[src/rtl/uart_pkg.sv]
// Purpose: shared UART types, parity-mode constants and frame-length helper (TX and RX).
// Latency: n/a, definitions only.
// Backpressure: n/a.
package uart_pkg;

  // Serializer frame phases.
  typedef enum logic [2:0] {
    IDLE   = 3'd0,
    START  = 3'd1,
    DATA   = 3'd2,
    PARITY = 3'd3,
    STOP   = 3'd4
  } uart_tx_state_t;

  // Per-word parity mode as carried on s_parity_odd.
  localparam logic PARITY_EVEN = 1'b0;
  localparam logic PARITY_ODD  = 1'b1;

  // Bit periods in one frame: start + data + optional parity + stop bits.
  function automatic int unsigned uart_frame_len(input int unsigned data_width,
                                                 input int unsigned parity_en,
                                                 input int unsigned stop_bits);
    return 1 + data_width + parity_en + stop_bits;
  endfunction

endpackage

[src/rtl/uart_tx_hold_reg.sv]
// Purpose: one-entry holding register in front of the TX serializer; captures {parity, data}.
// Latency: word visible to the FSM the cycle after s_valid && s_ready.
// Backpressure: s_ready low while full; freed by drain_i, s_ready rises the cycle after.
//
// Ports: clk/reset (async, active high); s_data/s_parity_odd/s_valid/s_ready host handshake;
//        drain_i from the FSM when it loads the shift register; full_o and hold_o = {parity, data}.
module uart_tx_hold_reg
  import uart_pkg::*;
#(
  parameter int unsigned DATA_WIDTH = 8
) (
  input  logic                  clk,
  input  logic                  reset,
  input  logic [DATA_WIDTH-1:0] s_data,
  input  logic                  s_parity_odd,
  input  logic                  s_valid,
  output logic                  s_ready,
  input  logic                  drain_i,
  output logic                  full_o,
  output logic [DATA_WIDTH:0]   hold_o
);

  logic                rdy_en_q;
  logic                vld_q, vld_d;
  logic [DATA_WIDTH:0] dat_q, dat_d;
  logic                par;
  logic                accept;

  // Even parity is the plain XOR of the data; odd inverts it.
  assign par     = (^s_data) ^ (s_parity_odd == PARITY_ODD);
  // rdy_en_q keeps s_ready low while reset is asserted even though the register is empty.
  assign s_ready = rdy_en_q & ~vld_q;
  assign accept  = s_valid & s_ready;
  assign full_o  = vld_q;
  assign hold_o  = dat_q;

  // drain_i only fires while full, when s_ready is already low, so it never
  // collides with an accept in the same cycle.
  always_comb begin
    vld_d = vld_q;
    dat_d = dat_q;
    if (drain_i) begin
      vld_d = 1'b0;
    end else if (accept) begin
      vld_d = 1'b1;
      dat_d = {par, s_data};
    end
  end

  always_ff @(posedge clk or posedge reset) begin
    if (reset) begin
      rdy_en_q <= 1'b0;
      vld_q    <= 1'b0;
      dat_q    <= '0;
    end else begin
      rdy_en_q <= 1'b1;
      vld_q    <= vld_d;
      dat_q    <= dat_d;
    end
  end

endmodule

[src/rtl/uart_tx_serializer.sv]
// Purpose: parametrised UART TX serializer, LSB first, optional parity, 1 or 2 stop bits.
// Latency: start bit on tx the cycle after the first baud_tick following the accept.
// Backpressure: one-deep holding register; s_ready low while it holds a word.
//
// Ports: clk, reset (async, active high), baud_tick (bit-period enable);
//        s_data/s_parity_odd/s_valid/s_ready word input handshake;
//        tx (registered, idle high), busy (frame on line), done (pulse at end of last stop bit).
module uart_tx_serializer
  import uart_pkg::*;
#(
  parameter int unsigned DATA_WIDTH = 8,
  parameter int unsigned PARITY_EN  = 1,
  parameter int unsigned STOP_BITS  = 1
) (
  input  logic                  clk,
  input  logic                  reset,
  input  logic                  baud_tick,
  input  logic [DATA_WIDTH-1:0] s_data,
  input  logic                  s_parity_odd,
  input  logic                  s_valid,
  output logic                  s_ready,
  output logic                  tx,
  output logic                  busy,
  output logic                  done
);

  if (DATA_WIDTH < 5 || DATA_WIDTH > 9) begin : g_bad_data_width
    $error("uart_tx_serializer: DATA_WIDTH must be in 5..9");
  end
  if (PARITY_EN > 1) begin : g_bad_parity_en
    $error("uart_tx_serializer: PARITY_EN must be 0 or 1");
  end
  if (STOP_BITS < 1 || STOP_BITS > 2) begin : g_bad_stop_bits
    $error("uart_tx_serializer: STOP_BITS must be 1 or 2");
  end

  localparam int unsigned     CNT_W     = $clog2(DATA_WIDTH + 1);
  localparam logic [CNT_W-1:0] DATA_LAST = CNT_W'(DATA_WIDTH - 1);
  localparam logic [CNT_W-1:0] STOP_LAST = CNT_W'(STOP_BITS - 1);

  uart_tx_state_t      state_q, state_d;
  logic [CNT_W-1:0]    cnt_q, cnt_d;
  logic [DATA_WIDTH:0] shift_q, shift_d;
  logic                tx_q, tx_d;
  logic                busy_q, busy_d;
  logic                done_q, done_d;

  logic                hold_full;
  logic [DATA_WIDTH:0] hold_dat;
  logic                drain;

  uart_tx_hold_reg #(
    .DATA_WIDTH (DATA_WIDTH)
  ) u_hold (
    .clk          (clk),
    .reset        (reset),
    .s_data       (s_data),
    .s_parity_odd (s_parity_odd),
    .s_valid      (s_valid),
    .s_ready      (s_ready),
    .drain_i      (drain),
    .full_o       (hold_full),
    .hold_o       (hold_dat)
  );

  // The shift register carries {parity, data}; after the data bits have been
  // shifted out the parity bit sits at position 0 ready for the PARITY state.
  // cnt_q counts the bits still to go in the current state after the one on the line.
  always_comb begin
    state_d = state_q;
    cnt_d   = cnt_q;
    shift_d = shift_q;
    tx_d    = tx_q;
    busy_d  = busy_q;
    done_d  = 1'b0;
    drain   = 1'b0;
    if (baud_tick) begin
      case (state_q)
        IDLE: begin
          if (hold_full) begin
            state_d = START;
            cnt_d   = '0;
            shift_d = hold_dat;
            tx_d    = 1'b0;
            busy_d  = 1'b1;
            drain   = 1'b1;
          end
        end
        START: begin
          state_d = DATA;
          cnt_d   = DATA_LAST;
          tx_d    = shift_q[0];
          shift_d = shift_q >> 1;
        end
        DATA: begin
          if (cnt_q == '0) begin
            if (PARITY_EN != 0) begin
              state_d = PARITY;
              cnt_d   = '0;
              tx_d    = shift_q[0];
            end else begin
              state_d = STOP;
              cnt_d   = STOP_LAST;
              tx_d    = 1'b1;
            end
          end else begin
            cnt_d   = cnt_q - CNT_W'(1);
            tx_d    = shift_q[0];
            shift_d = shift_q >> 1;
          end
        end
        PARITY: begin
          state_d = STOP;
          cnt_d   = STOP_LAST;
          tx_d    = 1'b1;
        end
        STOP: begin
          if (cnt_q == '0) begin
            done_d = 1'b1;
            // Reload straight into the next start bit when a word is waiting.
            if (hold_full) begin
              state_d = START;
              cnt_d   = '0;
              shift_d = hold_dat;
              tx_d    = 1'b0;
              drain   = 1'b1;
            end else begin
              state_d = IDLE;
              tx_d    = 1'b1;
              busy_d  = 1'b0;
            end
          end else begin
            cnt_d = cnt_q - CNT_W'(1);
          end
        end
        default: begin
          state_d = IDLE;
          tx_d    = 1'b1;
          busy_d  = 1'b0;
        end
      endcase
    end
  end

  always_ff @(posedge clk or posedge reset) begin
    if (reset) begin
      state_q <= IDLE;
      cnt_q   <= '0;
      shift_q <= '0;
      tx_q    <= 1'b1;
      busy_q  <= 1'b0;
      done_q  <= 1'b0;
    end else begin
      state_q <= state_d;
      cnt_q   <= cnt_d;
      shift_q <= shift_d;
      tx_q    <= tx_d;
      busy_q  <= busy_d;
      done_q  <= done_d;
    end
  end

  assign tx   = tx_q;
  assign busy = busy_q;
  assign done = done_q;

endmodule

[config.mk]
export PLATFORM = sky130hd
export DESIGN_NAME = uart_tx_serializer
export DESIGN_NICKNAME = d
export VERILOG_FILES = /design/src/rtl/uart_pkg.sv /design/src/rtl/uart_tx_hold_reg.sv /design/src/rtl/uart_tx_serializer.sv
export SDC_FILE = /design/constraint.sdc
export NUM_CORES = 1
export LEC_CHECK = 0
export ABC_AREA = 1
export BUFFER_PORTS_ARGS = -buffer_cell sky130_fd_sc_hd__buf_2
export CORE_MARGIN = 3
export CORE_UTILIZATION = 39
export CTS_BUF_LIST = sky130_fd_sc_hd__clkbuf_8
export CTS_CLUSTER_DIAMETER = 200
export DETAILED_ROUTE_END_ITERATION = 10
export PLACE_DENSITY = 0.56
export SKIP_LAST_GASP = 1
export SLEW_MARGIN = 20
export SYNTH_ARGS = -nofsm -noshare
export SYNTH_HDL_FRONTEND = slang
export SYNTH_SLANG_ARGS = --single-unit
[constraint.sdc]
create_clock -name clk -period 2.15 [get_ports clk]
set_input_delay 0.1075 -clock clk [delete_from_list [all_inputs] [get_ports clk]]
set_output_delay 0.1075 -clock clk [all_outputs]
set_load 0.02 [all_outputs]
# After elaboration in Yosys (flattened, before gate mapping)

Cells that the tools add are included.

Word-level logic and storage cells: 69
Memories: 0
ROM bits: 0
Bits in latches: 0
RAM bits: 0
Register bits after elaboration: 30
Output and inout bits: 4

Order comparisons: 0
Multiply operators: 0
Eq/ne operators: 9
Shifts and indexed selects: 0
Divide/modulo/power cells: 0
$add $sub $neg: 1
Multiplexer cells: 30
Bitwise operators: 6
Reductions and logical operators: 14

Operators with widths:

| kind                                              | number |
|---|---|
| case mux 9 bit (4 select lines)                   | 1 |
| two-way mux 9 bit                                 | 3 |
| case mux 4 bit (5 select lines)                   | 1 |
| two-way mux 1 bit                                 | 15 |
| case mux 3 bit (5 select lines)                   | 1 |
| two-way mux 4 bit                                 | 3 |
| two-way mux 3 bit                                 | 3 |
| inequality test 2 bit (second input constant)     | 4 |
| AND reduction 4 bit                               | 2 |
| XOR reduction 8 bit                               | 1 |
| == test 3 x 2 -> 1 bit (second input constant)    | 2 |
| case mux 1 bit (3 select lines)                   | 2 |
| AND reduction 5 bit                               | 1 |
| nonzero test 5 bit                                | 1 |
| logical NOT 4 bit                                 | 1 |
| AND reduction 2 bit                               | 2 |
| nonzero test 4 bit                                | 1 |
| subtractor 4 x 1 -> 4 bit (second input constant) | 1 |
| == test 3 x 1 -> 1 bit (second input constant)    | 1 |
| == test 3 bit (second input constant)             | 1 |
| logical NOT 3 bit                                 | 1 |
| NOT 1 bit                                         | 3 |
| AND reduction 3 bit                               | 1 |
| OR reduction 3 bit                                | 1 |
| 6 further kinds                                   | 7 |

# Depth between registers and ports, before layout

Gate-level depths: netlist (run 1).

Word-level depth: 6
Mapped depth: 10
Gate-level depth less buffers: 10

# Cells and area by module

From an unflattened synthesis (run 1), not the netlist that was laid out.

Cell total of the unflattened synthesis: 254
Area total of the unflattened synthesis: 1791.7 µm²

Modules (own cells, without submodules):

| module             | cells an instance | seq. area each (µm²) | times used | area an instance (µm²) |
|---|---|---|---|---|
| uart_tx_serializer | 176               | 476.7                | 1          | 1201.2 |
| uart_tx_hold_reg   | 78                | 275.3                | 1          | 590.6 |

# Worst setup path after synthesis (run 1)

OpenSTA, ideal clock, no wires.

Kind: register -> register
From: reg cnt_q[0]
To: reg shift_q[8]
Setup slack: 0.638 ns
Data arrival time: 1.395 ns
Clock period less this slack: 1.512 ns
Stages on the path, launching flop included: 10
Data required time: 2.033 ns
Path through: dfrtp_1 inv_1 ha_1 nand3_1 nand2_4 nand2_4 nor2_4 nand2_4 nand2_1 nand2_1

Word-level cells in the longest chain between the ends: 3
Elaborated cells on any way between the ends: 4
Classes of those cells: eq/ne (2); reduce/logical (2)

RTL lines:

| item                                   | RTL line                                            | source |
|---|---|---|
| start, declared                        | uart_tx_serializer.sv:42                            | `logic [CNT_W-1:0] cnt_q, cnt_d;` |
| start signal, assigned                 | uart_tx_serializer.sv:155                           | `cnt_q <= cnt_d;` |
| logical NOT 4 bit *                    | uart_tx_serializer.sv:96, uart_tx_serializer.sv:118 |  |
| inequality test 2 bit (no source line) | --                                                  |  |
| AND reduction 4 bit (no source line) * | --                                                  |  |
| end signal, assigned                   | uart_tx_serializer.sv:156                           | `shift_q <= shift_d;` |
| end, declared                          | uart_tx_serializer.sv:43                            | `logic [DATA_WIDTH:0] shift_q, shift_d;` |

Mark *: on every way between the ends. The rest lies on a longest branch, timed or not.
A chain may end at the register's enable or synchronous reset.

# Worst setup path in the final report (run 1)

From: reg cnt_q[0]
To: reg shift_q[2]

The elaborated chain is that of the path after synthesis.

==> impl_metrics.env, run 1 <==
export IMPL_drv_cap=0
export IMPL_critPathCaptureType="flip-flop"
export IMPL_r2r_slack_ps=410
export IMPL_area_growth_pct=13.95
export IMPL_portBuffers=16
export IMPL_ys_ff_latch=30
export IMPL_num_nets_final=263
export IMPL_hpwl_mm=2.449
export IMPL_synth_most_common_cell="nand2_1"
export IMPL_post_route_period_util_pct=80.82
export IMPL_relSlewSlack_pct=62.04
export IMPL_setup_slack_ps=412.3
export IMPL_min_path_type="input pin to flip-flop"
export IMPL_wl_mm=3.297
export IMPL_nFillCells=433
export IMPL_fin_worst_skew_ps=5.175
export IMPL_synth_commonest_cells="104 x nand2_1, 29 x dfrtp_1, 19 x inv_1, 19 x nand3_1, 11 x o21ai_0"
export IMPL_worst_path_max_fanout=10
export IMPL_reg2reg_from="cnt_q[0]"
export IMPL_synth_ff_type="dfrtp_1"
export IMPL_core_um2=4086
export IMPL_async_flop_share_pct=100.0
export IMPL_design_area_um2=1932
export IMPL_via_per_inst=4.689
export IMPL_grt_total_usage_pct=14.61
export IMPL_path_clk_slew_ps=60
export IMPL_p_per_area_nw_per_um2=1445
export IMPL_finalSetupViolations=0
export IMPL_final_antenna_net_count=0
export IMPL_grt_pass1_vias=1322
export IMPL_clockRootBuffer="clkbuf_8"
export IMPL_fmax_ghz=0.5755
export IMPL_cts_max_level=2
export IMPL_synth_edf_count=0
export IMPL_boundaryPins=17
export IMPL_drive_gt1_share_pct=17.67
export IMPL_synthCells=225
export IMPL_timing_setup_tns_ps=0
export IMPL_seq_area_um2=752.0
export IMPL_finalCriticalPeriod_ps=1738
export IMPL_dp_cells=290
export IMPL_vias=1402
export IMPL_start_util_pct=41.49
export IMPL_place_ws_ps=422.1
export IMPL_gp_congestion=0.8089
export IMPL_r2r_cells=9
export IMPL_holdWs_ps=44.73
export IMPL_clockBufferDepth=2
export IMPL_grt_overflow_total=0
export IMPL_drc=0
export IMPL_placed_area_um2=1831
export IMPL_layout_cells_non_filler=299
export IMPL_drtIter0Drc=54
export IMPL_ys_types=28
export IMPL_grt_pass1_wl_mm=5.865
export IMPL_antenna_found_initial=0
export IMPL_slew_violations=0
export IMPL_worst_ep_arrival_time_ps=1910
export IMPL_tightestPinTransition_ps=568.8
export IMPL_worstSetupStartpoint="cnt_q[0]"
export IMPL_multi_input_area_um2=838.3
export IMPL_grt_max_degree=18
export IMPL_status="completed"
export IMPL_die_h_um=71.93
export IMPL_ir_worst_vdd_mv=0.6089
export IMPL_cts_buffers=5
export IMPL_cts_resized=0
export IMPL_synthTopCellsByArea="dfrtp_1 43%, nand2_1 23%, nand3_1 5.6%, inv_1 4.2%, nor2_4 3.3%"
export IMPL_worstSetupPathType="flip-flop to flip-flop"
export IMPL_avgRoutedWirePerCell_um=11.03
export IMPL_required_ps=2320
export IMPL_start_kind="flip-flop"
export IMPL_rows=23
export IMPL_synth_warnings=0
export IMPL_crit_end="shift_q[2]"
export IMPL_hold_violations=0
export IMPL_cts_tree="done"
export IMPL_clk_latency_ps=280
export IMPL_die_w_um=71.93
export IMPL_ys_seq_area_share_pct=44.35
export IMPL_synth_cell_area_um2=1695
export IMPL_syn_num_nets=240
export IMPL_r2r_end="shift_q[2]"
export IMPL_synth_top_cell_by_area="dfrtp_1"
export IMPL_power_total_mw=2.791
export IMPL_post_route_util_pct=47.28
export IMPL_p_leak_nw=1.072
export IMPL_rsz0062_at_grt="no"
export IMPL_first_pass_iters=4
export IMPL_cts_sinks=30
export IMPL_synth_top_area_share_pct=42.80
export IMPL_dieArea_um2=5174
export IMPL_synth_area_per_cell_um2=7.535
export IMPL_n_antenna_cell=0
layout by cell type (no fill, tap or decap):
master,instances
nor3_4,1
inv_2,5
o21ai_0,11
a211oi_1,1
o21ai_1,4
dfstp_2,1
nand2_1,104
clkinv_2,1
nor2_2,1
ha_1,2
a22oi_1,1
nor3_2,1
nor2_4,5
dlygate4sd3_1,1
nand4_1,1
buf_4,1
nand3_1,19
nor2_1,2
nand3b_1,1
o21ai_2,1
dfrtp_1,29
nand2_4,4
xor2_1,2
and3b_1,1
a21oi_4,1
o31ai_1,1
buf_2,16
clkbuf_8,6
inv_1,20
conb_1,1
a21oi_1,4
report_power, final:
| part | switching, mW | internal, mW | leakage, nW |
|---|---|---|---|
| combinational | 0.898 | 0.450 | 0.640 |
| clock | 0.209 | 0.253 | 0.0524 |
| sequential | 0.175 | 0.805 | 0.379 |
worst max-delay path, cell delays in order (launching register included):
cell     delay (ps)
dfrtp_1         400
inv_1           120
ha_1            160
nand3_1         210
nand2_4         170
nand2_4          70
nor2_4          230
nand2_4         130
nand2_1          80
nand2_1          50
flip-flops by register name, indices dropped and copies added (netlist names):
signal           cells
cnt_q                4
state_q              3
u_hold.rdy_en_q      1
busy                 1
u_hold.hold_o        9
tx                   1
u_hold.full_o        1
shift_q              9
done                 1
routing by layer:
| metal | wire length [um] | vias up | global-route usage [%] | share of wire (%) |
|---|---|---|---|---|
| li1 | - | 753 | - | - |
| met1 | 1751 | 624 | 20.41 | 53 |
| met2 | 1355 | 20 | 20.61 | 41 |
| met3 | 123 | 5 | 4.986 | 3.7 |
| met4 | 65 | 0 | 6.263 | 2.0 |
| met5 | 0 | - | 0 | 0 |
cell families (layout without fill, tap and decap cells):
group | Yosys count | in the layout | synth area share [%]
flip-flops | 30 | 30 | 44.35
buffers and inverters | 26 | 50 | 6.199
AND/OR/NAND/NOR | 140 | 140 | 38.30
other | 1 | 1 | 0.2212
XOR/XNOR | 2 | 2 | 1.033
adder cells (fa/ha/maj) | 2 | 2 | 1.476
AO/OA/AOI/OAI | 24 | 24 | 8.414
repair_timing:
item	CTS	global route
hold buffers	1	0
endpoints found under the hold margin	13	0
buffers inserted	0	0
how the worst min path moves through the flow:
| stage | to | cells past startpoint | slack, ps | from |
|---|---|---|---|---|
| after floorplan | busy | 1 | 200 | reset |
| after global placement | state_q[0] | 2 | 190 | reset |
| after detailed placement | state_q[0] | 2 | 200 | reset |
| after CTS | u_hold.hold_o[7] | 3 | 40 | s_data[7] |
| after global routing | u_hold.hold_o[6] | 3 | 50 | s_data[6] |
| final | u_hold.hold_o[6] | 3 | 40 | s_data[6] |
area by class of cell:
type	count	share of cell area (%)
clock buffer	6	4.275
clock inverter	2	0.4534
inverter	24	4.663
multi-input combinational	169	43.39
sequential	30	38.92
tap	50	3.238
timing repair buffer	18	5.052
Note: power is estimated with default switching activity, not from simulation.
==> inputs of run 2 (changes only) <==
ABC_AREA = 0   (was 1)
PLACE_DENSITY = 0.58   (was 0.56)
clock period = 1.43 ns   (was 2.15 ns; I/O delays follow)
==> run 2 against run 1 <==
Net effect: the flow now finishes with violations (setup timing); maximum frequency fell by 0.49%; worst hold slack worse by 1.5 ps; utilization is 9.1 points higher; sequential power up 52%; sequential share of layout area decreased by 6.2 points; global-route usage up 0.34 points; sequential cell count is the same; die area about the same; non-clock buffer count up 28; setup slack lost 730 ps; count of clock-buffer cells in the layout stayed put; critical path type unchanged; highest routed layer unchanged.
==> impl_metrics.env, run 2 <==
export IMPL_drv_cap=0
export IMPL_drtIter0Drc=58
export IMPL_synthTopCellsByArea="dfrtp_1 43%, mux2_2 11%, mux2_4 8.0%, xnor2_1 2.1%, buf_6 2.0%"
export IMPL_rows=23
export IMPL_syn_num_nets=160
export IMPL_finalSetupViolations=18
export IMPL_p_leak_nw=1.040
export IMPL_avgRoutedWirePerCell_um=14.90
export IMPL_clk_latency_ps=280
export IMPL_area_growth_pct=35.77
export IMPL_r2r_cells=7
export IMPL_worst_ep_arrival_time_ps=1920
export IMPL_core_um2=4086
export IMPL_cts_buffers=5
export IMPL_antenna_found_initial=0
export IMPL_grt_overflow_total=0
export IMPL_nFillCells=351
export IMPL_die_h_um=71.96
export IMPL_drc=0
export IMPL_die_w_um=71.96
export IMPL_finalCriticalPeriod_ps=1746
export IMPL_r2r_slack_ps=-320
export IMPL_synthCells=145
export IMPL_dp_cells=228
export IMPL_start_util_pct=41.52
export IMPL_grt_total_usage_pct=14.95
export IMPL_hold_violations=0
export IMPL_async_flop_share_pct=100.0
export IMPL_ys_seq_area_share_pct=44.32
export IMPL_path_clk_slew_ps=70
export IMPL_synth_top_cell_by_area="dfrtp_1"
export IMPL_crit_end="shift_q[2]"
export IMPL_gp_congestion=0.8126
export IMPL_synth_top_area_share_pct=42.77
export IMPL_rsz0062_at_grt="yes"
export IMPL_status="finished with violations"
export IMPL_synth_cell_area_um2=1697
export IMPL_final_common_cell="dfrtp_1"
export IMPL_ys_types=46
export IMPL_worstSetupPathType="flip-flop to flip-flop"
export IMPL_drive_gt1_share_pct=55.26
export IMPL_final_antenna_net_count=0
export IMPL_cts_max_level=2
export IMPL_synth_most_common_cell="dfrtp_1"
export IMPL_layout_cells_non_filler=240
export IMPL_final_cell_mix="28 x dfrtp_1, 25 x buf_4, 16 x mux2_2, 16 x buf_2, 9 x mux2_4"
export IMPL_start_kind="flip-flop"
export IMPL_clockBufferDepth=2
export IMPL_num_nets_final=204
export IMPL_fin_worst_skew_ps=6.780
export IMPL_violations="setup timing"
export IMPL_wl_mm=3.575
export IMPL_synth_edf_count=0
export IMPL_required_ps=1600
export IMPL_worstSetupStartpoint="cnt_q[0]"
export IMPL_synth_commonest_cells="29 x dfrtp_1, 16 x mux2_2, 9 x mux2_4"
export IMPL_grt_max_degree=31
export IMPL_via_per_inst=5.179
export IMPL_worst_path_max_fanout=9
export IMPL_synth_area_per_cell_um2=11.70
export IMPL_clockRootBuffer="clkbuf_8"
export IMPL_post_route_period_util_pct=122.1
export IMPL_cts_tree="done"
export IMPL_fmax_ghz=0.5727
export IMPL_post_route_util_pct=56.37
export IMPL_cts_sinks=30
export IMPL_vias=1243
export IMPL_grt_pass1_wl_mm=5.858
export IMPL_boundaryPins=17
export IMPL_hpwl_mm=2.472
export IMPL_synth_ff_type="dfrtp_1"
export IMPL_ys_ff_latch=30
export IMPL_critPathCaptureType="flip-flop"
export IMPL_min_path_type="input pin to flip-flop"
export IMPL_n_antenna_cell=0
export IMPL_p_per_area_nw_per_um2=2555
export IMPL_first_pass_iters=4
export IMPL_r2r_end="shift_q[2]"
export IMPL_portBuffers=16
export IMPL_slew_violations=0
export IMPL_setup_slack_ps=-316.2
export IMPL_reg2reg_from="cnt_q[0]"
export IMPL_grt_pass1_vias=1246
export IMPL_synth_warnings=0
export IMPL_ir_worst_vdd_mv=1.036
export IMPL_dieArea_um2=5178
run 2: through the flow:
step | power [mW] | TNS [ps] | area (um^2) | setup slack, ps | hold slack, ps
after floorplan | 3.483 | -3452 | 1707 | -297.2 | 161.6
after global placement | 4.250 | -4391 | 2006 | -325.4 | 167.7
after detailed placement | 4.347 | -5234 | 2006 | -377.2 | 170.2
after CTS | 5.690 | -3889 | 2231 | -338.9 | 36.25
after global routing | 6.244 | -5266 | 2303 | -409.0 | 40.68
final | 5.884 | -3818 | 2303 | -316.2 | 43.25
run 2: cells by family (layout without fill, tap and decap cells):
family / after synthesis / count (layout) / synth area share, %
xor+xnor: 8 / 8 / 4.941
simple gates: 29 / 29 / 10.18
flops: 30 / 30 / 44.32
fa+ha+maj: 3 / 3 / 2.065
other cells: 1 / 1 / 0.2210
mux: 27 / 27 / 19.84
compound gates: 30 / 30 / 12.91
buf+inv: 17 / 62 / 5.531
run 2: how the worst min path moves through the flow:
stage,startpoint,end,slack (ps),cells past startpoint
after floorplan,reset,busy,160,1
after global routing,s_data[6],u_hold.hold_o[6],40,2
after CTS,s_data[4],u_hold.hold_o[4],40,2
final,s_data[4],u_hold.hold_o[4],40,2
after detailed placement,reset,u_hold.hold_o[0],170,3
after global placement,reset,u_hold.hold_o[1],170,3
run 2: critical path, stage by stage, from the launching register on:
cell and delay (ps):
dfrtp_1 390, inv_2 80, ha_4 130, nor3b_4 230, nor3_1 90, o31a_1 280
buf_12 160, mux2_4 290
run 2: timing repair:
item | CTS | global route
gates resized for setup | 20 | 8
pin swaps | 15 | 6
hold endpoints to repair | 29 | 0
gates cloned | 0 | 0
buffers inserted | 1 | 2
hold buffers | 1 | 0
endpoints found under the setup margin | 19 | 19
run 2: cell type report:
class / count / area [um^2] / area share (%)
Multi-Input combinational cell: 98 / 970.9 / 42.15
Clock inverter: 2 / 60.06 / 2.607
Tap cell: 50 / 62.56 / 2.716
Clock buffer: 6 / 82.58 / 3.585
Inverter: 8 / 33.78 / 1.467
Timing Repair Buffer: 46 / 340.3 / 14.77
Sequential cell: 30 / 753.2 / 32.70
run 2: power by group:
| part | internal (mW) | total (mW) | switching, mW |
|---|---|---|---|
| Combinational | 1.88 | 3.32 | 1.45 |
| Sequential | 1.25 | 1.49 | 0.247 |
| Clock | 0.743 | 1.07 | 0.327 |
run 2: layer usage:
metal / track usage, % / vias to the layer above / routed length [um]
met3: 3.740 / 4 / 124
met2: 21.63 / 21 / 1654
met1: 20.73 / 619 / 1748
met5: 0 / - / 0
li1: - / 599 / -
met4: 7.724 / 0 / 47
==> inputs of run 3 (changes only) <==
CORE_MARGIN = 1.5   (was 3)
==> run 3 against run 2 <==
Net effect: the flow still finishes with violations (setup timing); critical path type unchanged; sequential cell count did not move; worst hold slack is essentially flat; combinational power grew 3%; power increased by 1.9%; largest power group unchanged; maximum frequency down 3.4%; critical path depth is the same; utilization grew 0.37 points; cell count increased by 1.7%; sequential power barely moved; register-to-register slack got worse by 60 ps; largest cell class unchanged; non-clock buffer count grew 4.
==> impl_metrics.env, run 3 (synthesis gave the netlist of run 2 again) <==
export IMPL_layout_cells_non_filler=244
export IMPL_avgRoutedWirePerCell_um=15.38
export IMPL_finalSetupViolations=18
export IMPL_grt_pass1_vias=1333
export IMPL_status="finished with violations"
export IMPL_p_per_area_nw_per_um2=2587
export IMPL_die_w_um=68.96
export IMPL_path_clk_slew_ps=70
export IMPL_worst_path_max_fanout=9
export IMPL_critPathMaxStageDelay_ps=380
export IMPL_ir_worst_vdd_mv=1.162
export IMPL_portBuffers=16
export IMPL_drv_cap=0
export IMPL_finalCriticalPeriod_ps=1808
export IMPL_critPathCaptureType="flip-flop"
export IMPL_required_ps=1600
export IMPL_start_kind="flip-flop"
export IMPL_final_antenna_net_count=0
export IMPL_first_pass_iters=4
export IMPL_worstSetupPathType="flip-flop to flip-flop"
export IMPL_place_ws_ps=-384.1
export IMPL_drtIter0Drc=23
export IMPL_dp_cells=230
export IMPL_cts_tree="done"
export IMPL_post_route_period_util_pct=126.4
export IMPL_core_um2=4086
export IMPL_cts_max_level=2
export IMPL_gp_congestion=0.8017
export IMPL_final_common_cell="dfrtp_1"
export IMPL_p_leak_nw=1.064
export IMPL_grt_total_usage_pct=18.29
export IMPL_cp_buffers_inverters=2
export IMPL_area_growth_pct=36.65
export IMPL_hold_violations=0
export IMPL_fin_worst_skew_ps=3.322
export IMPL_setup_slack_ps=-377.7
export IMPL_reg2reg_from="cnt_q[1]"
export IMPL_grt_overflow_total=0
export IMPL_grt_max_degree=31
export IMPL_drive_gt1_share_pct=55.67
export IMPL_holdWs_ps=42.75
export IMPL_worst_ep_arrival_time_ps=1980
export IMPL_vias=1248
export IMPL_n_antenna_cell=0
export IMPL_clk_latency_ps=280
export IMPL_worstSetupStartpoint="cnt_q[1]"
export IMPL_start_util_pct=41.52
export IMPL_min_path_type="input pin to flip-flop"
export IMPL_slowest_stage="dfrtp_1"
export IMPL_dieArea_um2=4755
export IMPL_wl_mm=3.752
export IMPL_die_h_um=68.96
export IMPL_cp_cell_sequence="inv_2 > ha_4 > nor3b_4 > and3_1 > o31a_1 > buf_12 > mux2_4"
export IMPL_clockRootBuffer="clkbuf_8"
export IMPL_path_delay_family="flip-flops"
export IMPL_clockBufferDepth=2
export IMPL_antenna_found_initial=0
export IMPL_drc=0
export IMPL_grt_pass1_wl_mm=6.265
export IMPL_num_nets_final=208
export IMPL_boundaryPins=17
export IMPL_hpwl_mm=2.517
export IMPL_rsz0062_at_grt="yes"
export IMPL_cts_buffers=5
export IMPL_slew_violations=0
export IMPL_hold_start="s_data[4]"
export IMPL_cts_sinks=30
export IMPL_fmax_ghz=0.5532
export IMPL_via_per_inst=5.115
export IMPL_nFillCells=349
export IMPL_rows=23
export IMPL_violations="setup timing"
export IMPL_final_cell_mix="29 x dfrtp_1, 28 x buf_4, 16 x mux2_2, 16 x buf_2, 10 x mux2_4"
==> run 3: final cells by class <==
cell class / count / area (um^2) / area share [%]
Clock buffer: 6 / 82.58 / 3.562
Clock inverter: 2 / 60.06 / 2.590
Inverter: 8 / 30.03 / 1.295
Tap cell: 50 / 62.56 / 2.698
Timing Repair Buffer: 50 / 374.1 / 16.14
Sequential cell: 30 / 752.0 / 32.43
Multi-Input combinational cell: 98 / 957.2 / 41.28
==> run 3: repair_timing <==
item,4_1_cts,5_1_grt
gates resized for setup,19,6
endpoints found under the setup margin,19,19
hold endpoints to repair,29,0
hold buffers,1,0
setup buffers,2,4
pin swaps,12,3
==> run 3: through the flow <==
stage                     power, mW  util (%)  TNS [ps]  area, um^2
after floorplan               3.483         -     -3452        1707
after global routing          6.351     56.74     -5679        2318
after CTS                     5.782     55.05     -4123        2250
after detailed placement      4.406     49.45     -5369        2021
final                         5.998     56.74     -4725        2318
after global placement        4.300     49.45     -4431        2021
==> run 3: worst paths after layout <==
kind                                         end  slack (ps)  cells after the start
worst max-delay path                  shift_q[4]        -380                      7
worst max register to register        shift_q[4]        -380                      7
min in group asynchronous             shift_q[0]         400                      4
worst min register to register  u_hold.hold_o[8]         490                      2
worst min-delay path            u_hold.hold_o[4]          40                      2
max in group asynchronous                     tx         710                      4
==> run 3: power by group <==
| part | switching [mW] | internal (mW) | leakage [nW] |
|---|---|---|---|
| clock | 0.344 | 0.743 | 0.0714 |
| combinational | 1.47 | 1.94 | 0.629 |
| sequential | 0.255 | 1.24 | 0.364 |
==> run 3: per-layer routing <==
metal  part of all wire (%)  up-vias  GRT usage [%]
met2                     49       26          28.49
met4                    1.6        0          8.578
met1                     47      613          24.59
li1                       -      603              -
met5                      0        -              0
met3                    2.7        6          3.409
